===== src/rtl/pipe_pkg.sv =====
// Shared constants and control-field layout for pipeline stage registers.
package pipe_pkg;

  // Occupancy encodings reported by a stage (valid entries held).
  localparam logic [1:0] OCC_EMPTY = 2'd0;
  localparam logic [1:0] OCC_ONE   = 2'd1;
  localparam logic [1:0] OCC_FULL  = 2'd2;

  // Slot indices inside a stage: main drives the outputs, skid absorbs backpressure.
  localparam int SLOT_MAIN = 0;
  localparam int SLOT_SKID = 1;
  localparam int NUM_SLOTS = 2;

  // Control payload layout shared by stage instances and the hazard unit.
  typedef struct packed {
    logic       reg_dst;
    logic       alu_src;
    logic       mem_read;
    logic       mem_write;
    logic       reg_write;
    logic       mem_to_reg;
    logic [1:0] alu_op;
    logic       spare;
  } ctrl_t;

  localparam int CTRL_FIELDS_W = $bits(ctrl_t);

  // Number of valid entries; the skid is only ever valid when main is valid.
  function automatic logic [1:0] occ_count(input logic main_valid, input logic skid_valid);
    logic [1:0] occ;
    if (!main_valid) begin
      occ = OCC_EMPTY;
    end else if (skid_valid) begin
      occ = OCC_FULL;
    end else begin
      occ = OCC_ONE;
    end
    return occ;
  endfunction

endpackage


===== src/rtl/pipe_stage_skid_slot.sv =====
// One storage entry (valid, data, ctrl) of a skid-buffered pipeline stage.
// Priority inside the entry: flush > load > clear; with none asserted it holds.
module pipe_slot
  import pipe_pkg::*;
#(
  parameter int DATA_W    = 96,
  parameter int CTRL_W    = CTRL_FIELDS_W,
  parameter bit ZERO_DATA = 1'b1
) (
  input  logic              clk,
  input  logic              rst_n,
  input  logic              flush,
  input  logic              load,
  input  logic              clear,
  input  logic [DATA_W-1:0] load_data,
  input  logic [CTRL_W-1:0] load_ctrl,
  output logic              valid,
  output logic [DATA_W-1:0] data,
  output logic [CTRL_W-1:0] ctrl
);

  // Valid and ctrl: any emptying event also zeroes ctrl so a bubble never carries write enables.
  always_ff @(posedge clk or negedge rst_n) begin
    if (!rst_n) begin
      valid <= 1'b0;
      ctrl  <= '0;
    end else if (flush || (clear && !load)) begin
      valid <= 1'b0;
      ctrl  <= '0;
    end else if (load) begin
      valid <= 1'b1;
      ctrl  <= load_ctrl;
    end
  end

  // Data: zeroed on flush only when ZERO_DATA is set; a normal drain leaves data in place.
  always_ff @(posedge clk or negedge rst_n) begin
    if (!rst_n) begin
      data <= '0;
    end else if (flush) begin
      if (ZERO_DATA) begin
        data <= '0;
      end
    end else if (load) begin
      data <= load_data;
    end
  end

endmodule


===== src/rtl/pipe_stage_skid.sv =====
// Parametrised valid/ready pipeline stage with a two-entry skid buffer.
// in_ready is derived from registered skid state plus hold/flush only, so there is
// no combinational path from out_ready back to in_ready.
module pipe_stage_skid
  import pipe_pkg::*;
#(
  parameter int DATA_W    = 96,
  parameter int CTRL_W    = 9,
  parameter bit ZERO_DATA = 1'b1,
  parameter int CNT_W     = 16
) (
  input  logic              clk,
  input  logic              rst_n,
  input  logic              in_valid,
  output logic              in_ready,
  input  logic [DATA_W-1:0] in_data,
  input  logic [CTRL_W-1:0] in_ctrl,
  output logic              out_valid,
  input  logic              out_ready,
  output logic [DATA_W-1:0] out_data,
  output logic [CTRL_W-1:0] out_ctrl,
  input  logic              hold,
  input  logic              flush,
  output logic [1:0]        occupancy,
  output logic [CNT_W-1:0]  flush_cnt
);

  // Per-slot storage view (index SLOT_MAIN / SLOT_SKID).
  logic [NUM_SLOTS-1:0] slot_valid;
  logic [DATA_W-1:0]    slot_data      [NUM_SLOTS];
  logic [CTRL_W-1:0]    slot_ctrl      [NUM_SLOTS];
  logic [NUM_SLOTS-1:0] slot_load;
  logic [NUM_SLOTS-1:0] slot_clear;
  logic [DATA_W-1:0]    slot_load_data [NUM_SLOTS];
  logic [CTRL_W-1:0]    slot_load_ctrl [NUM_SLOTS];

  logic main_valid;
  logic skid_valid;
  logic in_fire;
  logic out_fire;
  logic normal;

  assign main_valid = slot_valid[SLOT_MAIN];
  assign skid_valid = slot_valid[SLOT_SKID];

  assign in_ready  = !skid_valid && !hold && !flush;
  assign out_valid = main_valid && !hold;
  assign in_fire   = in_valid && in_ready;
  assign out_fire  = out_valid && out_ready;
  assign normal    = !flush && !hold;

  // Slot control: decide which entry loads, which drains, and where main refills from.
  always_comb begin
    slot_load                 = '0;
    slot_clear                = '0;
    slot_load_data[SLOT_MAIN] = in_data;
    slot_load_ctrl[SLOT_MAIN] = in_ctrl;
    slot_load_data[SLOT_SKID] = in_data;
    slot_load_ctrl[SLOT_SKID] = in_ctrl;

    if (normal) begin
      if (!main_valid) begin
        // Empty stage: the incoming payload goes straight to main.
        slot_load[SLOT_MAIN] = in_fire;
      end else if (out_fire) begin
        if (skid_valid) begin
          // Skid refills main; in_ready was low so nothing new arrives this cycle.
          slot_load[SLOT_MAIN]      = 1'b1;
          slot_load_data[SLOT_MAIN] = slot_data[SLOT_SKID];
          slot_load_ctrl[SLOT_MAIN] = slot_ctrl[SLOT_SKID];
          slot_clear[SLOT_SKID]     = 1'b1;
        end else if (in_fire) begin
          // Pass-through: main is replaced in the same cycle it drains.
          slot_load[SLOT_MAIN] = 1'b1;
        end else begin
          slot_clear[SLOT_MAIN] = 1'b1;
        end
      end else begin
        // Main is stalled downstream; park the new payload in the skid.
        slot_load[SLOT_SKID] = in_fire;
      end
    end
  end

  // Two identical storage entries.
  generate
    for (genvar gi = 0; gi < NUM_SLOTS; gi++) begin : g_slot
      pipe_slot #(
        .DATA_W    (DATA_W),
        .CTRL_W    (CTRL_W),
        .ZERO_DATA (ZERO_DATA)
      ) u_slot (
        .clk       (clk),
        .rst_n     (rst_n),
        .flush     (flush),
        .load      (slot_load[gi]),
        .clear     (slot_clear[gi]),
        .load_data (slot_load_data[gi]),
        .load_ctrl (slot_load_ctrl[gi]),
        .valid     (slot_valid[gi]),
        .data      (slot_data[gi]),
        .ctrl      (slot_ctrl[gi])
      );
    end
  endgenerate

  assign out_data  = slot_data[SLOT_MAIN];
  assign out_ctrl  = main_valid ? slot_ctrl[SLOT_MAIN] : '0;
  assign occupancy = occ_count(main_valid, skid_valid);

  // Flush statistics: count only flushes that actually discarded something, saturating.
  always_ff @(posedge clk or negedge rst_n) begin
    if (!rst_n) begin
      flush_cnt <= '0;
    end else if (flush && (occupancy != OCC_EMPTY) && (flush_cnt != {CNT_W{1'b1}})) begin
      flush_cnt <= flush_cnt + CNT_W'(1);
    end
  end

endmodule


===== config.mk =====
export PLATFORM = sky130hd
export DESIGN_NAME = pipe_stage_skid
export DESIGN_NICKNAME = d
export VERILOG_FILES = /design/src/rtl/pipe_pkg.sv /design/src/rtl/pipe_stage_skid_slot.sv /design/src/rtl/pipe_stage_skid.sv
export SDC_FILE = /design/constraint.sdc
export NUM_CORES = 1
export LEC_CHECK = 0
export CORE_MARGIN = 3
export CORE_UTILIZATION = 51
export DETAILED_ROUTE_END_ITERATION = 10
export PLACE_DENSITY = 0.77
export SYNTH_ARGS = -nofsm -noshare
export SYNTH_HDL_FRONTEND = slang
export SYNTH_SLANG_ARGS = --single-unit

===== constraint.sdc =====
create_clock -name clk -period 2.3 [get_ports clk]
set_input_delay 0.345 -clock clk [delete_from_list [all_inputs] [get_ports clk]]
set_output_delay 0.345 -clock clk [all_outputs]
set_load 0.02 [all_outputs]

Yosys cells after proc, flatten, opt, wreduce, memory -nomap -nowiden. Index checks and enable logic that the tools add are counted.

Multiply operators: 0. Add/sub/neg operators: 1. Equality and inequality tests: 1. Mux-type cells: 36. Reductions and logical operators: 22. Bitwise gates (word level): 0. Order comparisons: 0. Shifts and indexed selects: 0. Divide/modulo/power cells: 0.

Operator list (number): 96-bit 2-to-1 mux (8); 9-bit 2-to-1 mux (9); 16-bit by 1-bit adder with 16-bit output (second input constant) (1); 16-bit inequality test (second input constant) (1); 1-bit 2-to-1 mux (13); 2-bit 2-to-1 mux (6); 1-bit logical AND (10); 2-bit nonzero test (5); 1-bit logical NOT (5); 1-bit logical OR (2).

Bits in read-only memories: 0. Latch bits: 0. Logic and storage cells: 67. Bits in writable memories: 0. Output and inout bits: 125. Memories kept: 0. Register bits: 228. Input bits: 111.

Depth between registers and ports, before layout.
Word-level depth: 13. Gate-level depth with buffers: 9.

By module. From an unflattened synthesis, not the netlist that was laid out.

Cell total of the unflattened synthesis: 879. Area total of the unflattened synthesis: 10695.3 um^2.

By module, submodules not included: pipe_slot (instances 2, cells each 335, seq. area each 2652.5 um^2, area each 4256.6 um^2); pipe_stage_skid (instances 1, cells each 209, seq. area each 400.4 um^2, area each 2182.1 um^2).

Least setup slack after synthesis. OpenSTA, ideal clock, no wires.

Path type: register to register. Start point: register g_slot[1].u_slot.valid. End point: register g_slot[1].u_slot.data[13]. Cell stages (with the launch flop): 8. Period minus slack after synthesis: 1.905 ns. Data required time: 2.183 ns. Arrival time: 1.788 ns. Slack: 0.395 ns. Setup time: 0.117 ns. Cell sequence: dfrtp_1 -> buf_2 -> nor3_2 -> nand3_1 -> clkbuf_1 -> buf_1 -> nand3b_1 -> nand2_1.

Word-level cells in the longest chain between the ends: 8.

RTL lines: start, declared (line pipe_stage_skid_slot.sv:17) `output logic valid,`; start signal, assigned (line pipe_stage_skid_slot.sv:25) `valid <= 1'b0;`; start signal, assigned (line pipe_stage_skid_slot.sv:28) `valid <= 1'b0;`; start signal, assigned (line pipe_stage_skid_slot.sv:31) `valid <= 1'b1;`; 1-bit logical NOT (line pipe_stage_skid.sv:46) `assign in_ready = !skid_valid && !hold && !flush;`; 1-bit logical AND (2 in a row) (line pipe_stage_skid.sv:46); net in_ready (line pipe_stage_skid.sv:15) `output logic in_ready,`; 1-bit logical AND (line pipe_stage_skid.sv:48) `assign in_fire = in_valid && in_ready;`; 1-bit 2-to-1 mux (line pipe_stage_skid.sv:65) `end else if (out_fire) begin`; 1-bit 2-to-1 mux (line pipe_stage_skid.sv:62) `if (!main_valid) begin`; 2-bit 2-to-1 mux (line pipe_stage_skid.sv:61) `if (normal) begin`; 2-bit nonzero test (no line); end signal, assigned (line pipe_stage_skid_slot.sv:45) `data <= load_data;`; end, declared (line pipe_stage_skid_slot.sv:18) `output logic [DATA_W-1:0] data,`.

The timed path passes the listed nets, and every way through them passes these cells. A chain may end at the register's enable or synchronous reset.

Final worst setup path.
Start point: register g_slot[1].u_slot.valid. End point: output port occupancy[0].

Word-level cells in the longest chain between the ends: 2.

RTL lines: 2-bit 2-to-1 mux (line pipe_pkg.sv:33) `end else if (skid_valid) begin`; 2-bit 2-to-1 mux (line pipe_pkg.sv:31) `if (!main_valid) begin`; end, declared (line pipe_stage_skid.sv:24) `output logic [1:0] occupancy,`.

No other way between the ends.

==> results.sh <==
export IMPL_antenna_found_initial=0
export IMPL_vias=8216
export IMPL_cts_root_buf="clkbuf_16"
export IMPL_core_area_mm2=0.0203
export IMPL_synth_adder_area_share=0.00118
export IMPL_synth_async_reset_ratio=1.00
export IMPL_p_switching_uw=2260
export IMPL_clock_power_share=0.423
export IMPL_postLayoutCellArea_mm2=0.0140
export IMPL_drtIter0Drc=521
export IMPL_start_util=0.522
export IMPL_wirelength_mm=26.8
export IMPL_hp_start="flush"
export IMPL_startpoint_type="register"
export IMPL_tritoncts="done"
export IMPL_cp_end_kind="output pin"
export IMPL_synthSimpleGateAreaFrac=0.245
export IMPL_synth_compound_area_share=0.0638
export IMPL_finalSetupTns_ns=0
export IMPL_nets=1338
export IMPL_grt_max_degree=115
export IMPL_rows=52
export IMPL_place_inst=1468
export IMPL_crit_type="reg -> out"
export IMPL_synth_seq_area_share=0.539
export IMPL_ys_top_cells_by_count="228 x dfrtp_1, 215 x nand2_1, 192 x nand3b_1"
export IMPL_slew_viol_final=0
export IMPL_post_cts_buffers=0
export IMPL_regArea_mm2=0.00571
export IMPL_first_pass_iters=5
export IMPL_synth_cells=1021
export IMPL_critPathArrivalTime_ns=1.83
export IMPL_power_density_mw_per_mm2=672
export IMPL_worst_slew_pin_slew_ns=0.777
export IMPL_syn_nets=1133
export IMPL_synth_xor_xnor_area_share=0.0108
export IMPL_r2r_end="g_slot[0].u_slot.data[56]$_DFFE_PN0P_"
export IMPL_grt_first_pass_wirelength_mm=44.0
export IMPL_synth_area_per_cell_um2=10.4
export IMPL_n_antenna_cell=0
export IMPL_synthToLayoutAreaGrowth_pct=32.6
export IMPL_regToRegStartpoint="g_slot[1].u_slot.valid$_DFFE_PN0P_"
export IMPL_ant_nets=0
export IMPL_vdd_drop_max_v=0.000537
export IMPL_clk_path_buf_depth=3
export IMPL_worst_r2r_setup_slack_ns=0.41
export IMPL_hold_violations=0
export IMPL_yosysWarnings=0
export IMPL_die_h_um=150
export IMPL_fin_crit_sh=0.944
export IMPL_synth_edff_count=0
export IMPL_insertion_delay_ns=0.51
export IMPL_ioPinCount=236
export IMPL_stdcell_count=1514
export IMPL_drc=0
export IMPL_internal_power_uw=7180
export IMPL_min_path_type="in -> reg"
export IMPL_routabilityCongestion=0.800
export IMPL_htreeDepth=1
export IMPL_synth_cell_types=37
export IMPL_yosysMostFrequentCell="dfrtp_1"
export IMPL_fin_crit_ns=2.17
export IMPL_synth_top_family_by_area="simple AND/OR/NAND/NOR gates"
export IMPL_wl_per_cell_um=17.7
export IMPL_holdPathEnd="g_slot[1].u_slot.data[9]$_DFFE_PN0P_"
export IMPL_fillers=1573
export IMPL_synth_largest_area_cell="dfrtp_1"
export IMPL_die_area_mm2=0.0225
export IMPL_cts_reportedPaths_clkPinSlew_ns=0.06
export IMPL_setup_viol=0
export IMPL_worstPathMaxFanout=8
export IMPL_via_per_inst=5.43
export IMPL_gr_total_overflow=0
export IMPL_grt_setup_unrepaired="no"
export IMPL_max_slew_margin=0.482
export IMPL_numCtsBuffers=25
export IMPL_dieWidth_um=150
export IMPL_whs_path_depth=3
export IMPL_grt_util_all_layers=0.238
export IMPL_first_global_vias=8413
export IMPL_cp_required_ns=1.96
export IMPL_worstRegToRegCells=5
export IMPL_multiInputGateArea_mm2=0.00449
export IMPL_synth_area_mux_share=0.100
export IMPL_place_hpwl_mm=16.9
export IMPL_synth_top_area_frac=0.539
export IMPL_status="finished, final reports clean"
export IMPL_port_buffers=235
export IMPL_synth_ff_type="dfrtp_1"
export IMPL_ys_seq_elements=228
export IMPL_pwr_share_seq=0.455
export IMPL_netlist_area_mm2=0.0106
export IMPL_p_comb_frac=0.122
export IMPL_drive_above_1_share=0.0651
export IMPL_placed_cell_area_mm2=0.0132
export IMPL_max_clock_freq_mhz=460
export IMPL_p_sw_frac=0.239
export IMPL_fin_skew_ns=0.00646
export IMPL_clock_sinks=228
export IMPL_drv_cap=0
export IMPL_p_leak_uw=0.00715
export IMPL_synth_area_leaders="dfrtp_1 54%, nand3b_1 14%, mux2i_1 9.9%"
## logic make-up after synthesis
group | Yosys count
compound gates | 123
fa+ha+maj | 1
mux | 106
xor+xnor | 13
flops | 228
simple gates | 464
buf+inv | 86
## state kept, by name (all words and copies together), names as in the netlist
name	count
g_slot.u_slot.valid	2
g_slot.u_slot.data	192
g_slot.u_slot.ctrl	18
flush_cnt	16
## layout make-up
type | instances | area share
Inverter | 2 | 0.000535
Multi-Input combinational cell | 707 | 0.320
Tap cell | 270 | 0.0241
Clock inverter | 9 | 0.00677
Sequential cell | 228 | 0.406
Clock buffer | 36 | 0.0525
Timing Repair Buffer | 262 | 0.190
## power by group through the flow
stage | clock network, µW | logic, µW | registers (µW)
2_1_floorplan | 0 | 355 | 4480
3_3_place_gp | 0 | 1150 | 4360
3_5_place_dp | 0 | 1160 | 4360
4_1_cts | 4090 | 1170 | 4290
5_1_grt | 4250 | 1250 | 4310
6_report | 3990 | 1160 | 4290
## per-layer routing
metal	GRT usage	wire [µm]	vias to the layer above
li1	-	-	3921
met5	0	0	-
met4	0.0631	575	0
met3	0.0452	1620	40
met1	0.341	12000	4021
met2	0.376	12600	234
## worst max path at each step
stage	start	end	slack, ns	depth (start not counted)
floorplan	g_slot[1].u_slot.valid$_DFFE_PN0P_	g_slot[1].u_slot.data[13]$_DFFE_PN0P_	0.40	7
global placement	hold	in_ready	0.10	3
detailed placement	hold	g_slot[0].u_slot.data[16]$_DFFE_PN0P_	0.08	6
CTS	g_slot[1].u_slot.valid$_DFFE_PN0P_	occupancy[0]	0.11	2
global route	g_slot[1].u_slot.valid$_DFFE_PN0P_	occupancy[0]	0.06	2
finish	g_slot[1].u_slot.valid$_DFFE_PN0P_	occupancy[0]	0.13	2
## timing repair
action	in CTS	in global routing
hold buffers	1	0
endpoints found under the hold margin	65	0
gates resized for setup	11	0
endpoints found under the setup margin	10	0
## placed cells by master, fill, tap and decap left out, types with 10 or more instances in the layout
master           netlist  layout
nand3b_1             192     192
o21ai_0               36      36
dfrtp_1              228     227
clkbuf_16              0      25
o21ai_1               70      70
and2_1                12      12
nand2_1              215     215
xor2_1                11      11
mux2i_1              105     105
buf_12                 0      10
buf_4                  0      17
dlygate4sd2_1          0      10
clkdlybuf4s50_1        0     223
## stage by stage
stage               power (µW)  utilization  setup WS (ns)  hold WS, ns
global route              9810        0.692         0.0602        0.238
global placement          5510        0.651          0.103        0.358
finish                    9440        0.692          0.128        0.216
CTS                       9550        0.692          0.113        0.196
floorplan                 4840            -          0.395       0.0494
detailed placement        5520        0.651         0.0811        0.357
## critical path, stage by stage (launching register included)
cell	delay [ns]
dfrtp_1	0.52
nor2b_1	0.17
clkdlybuf4s50_1	0.62
Note: power is estimated with default switching activity, not from simulation.
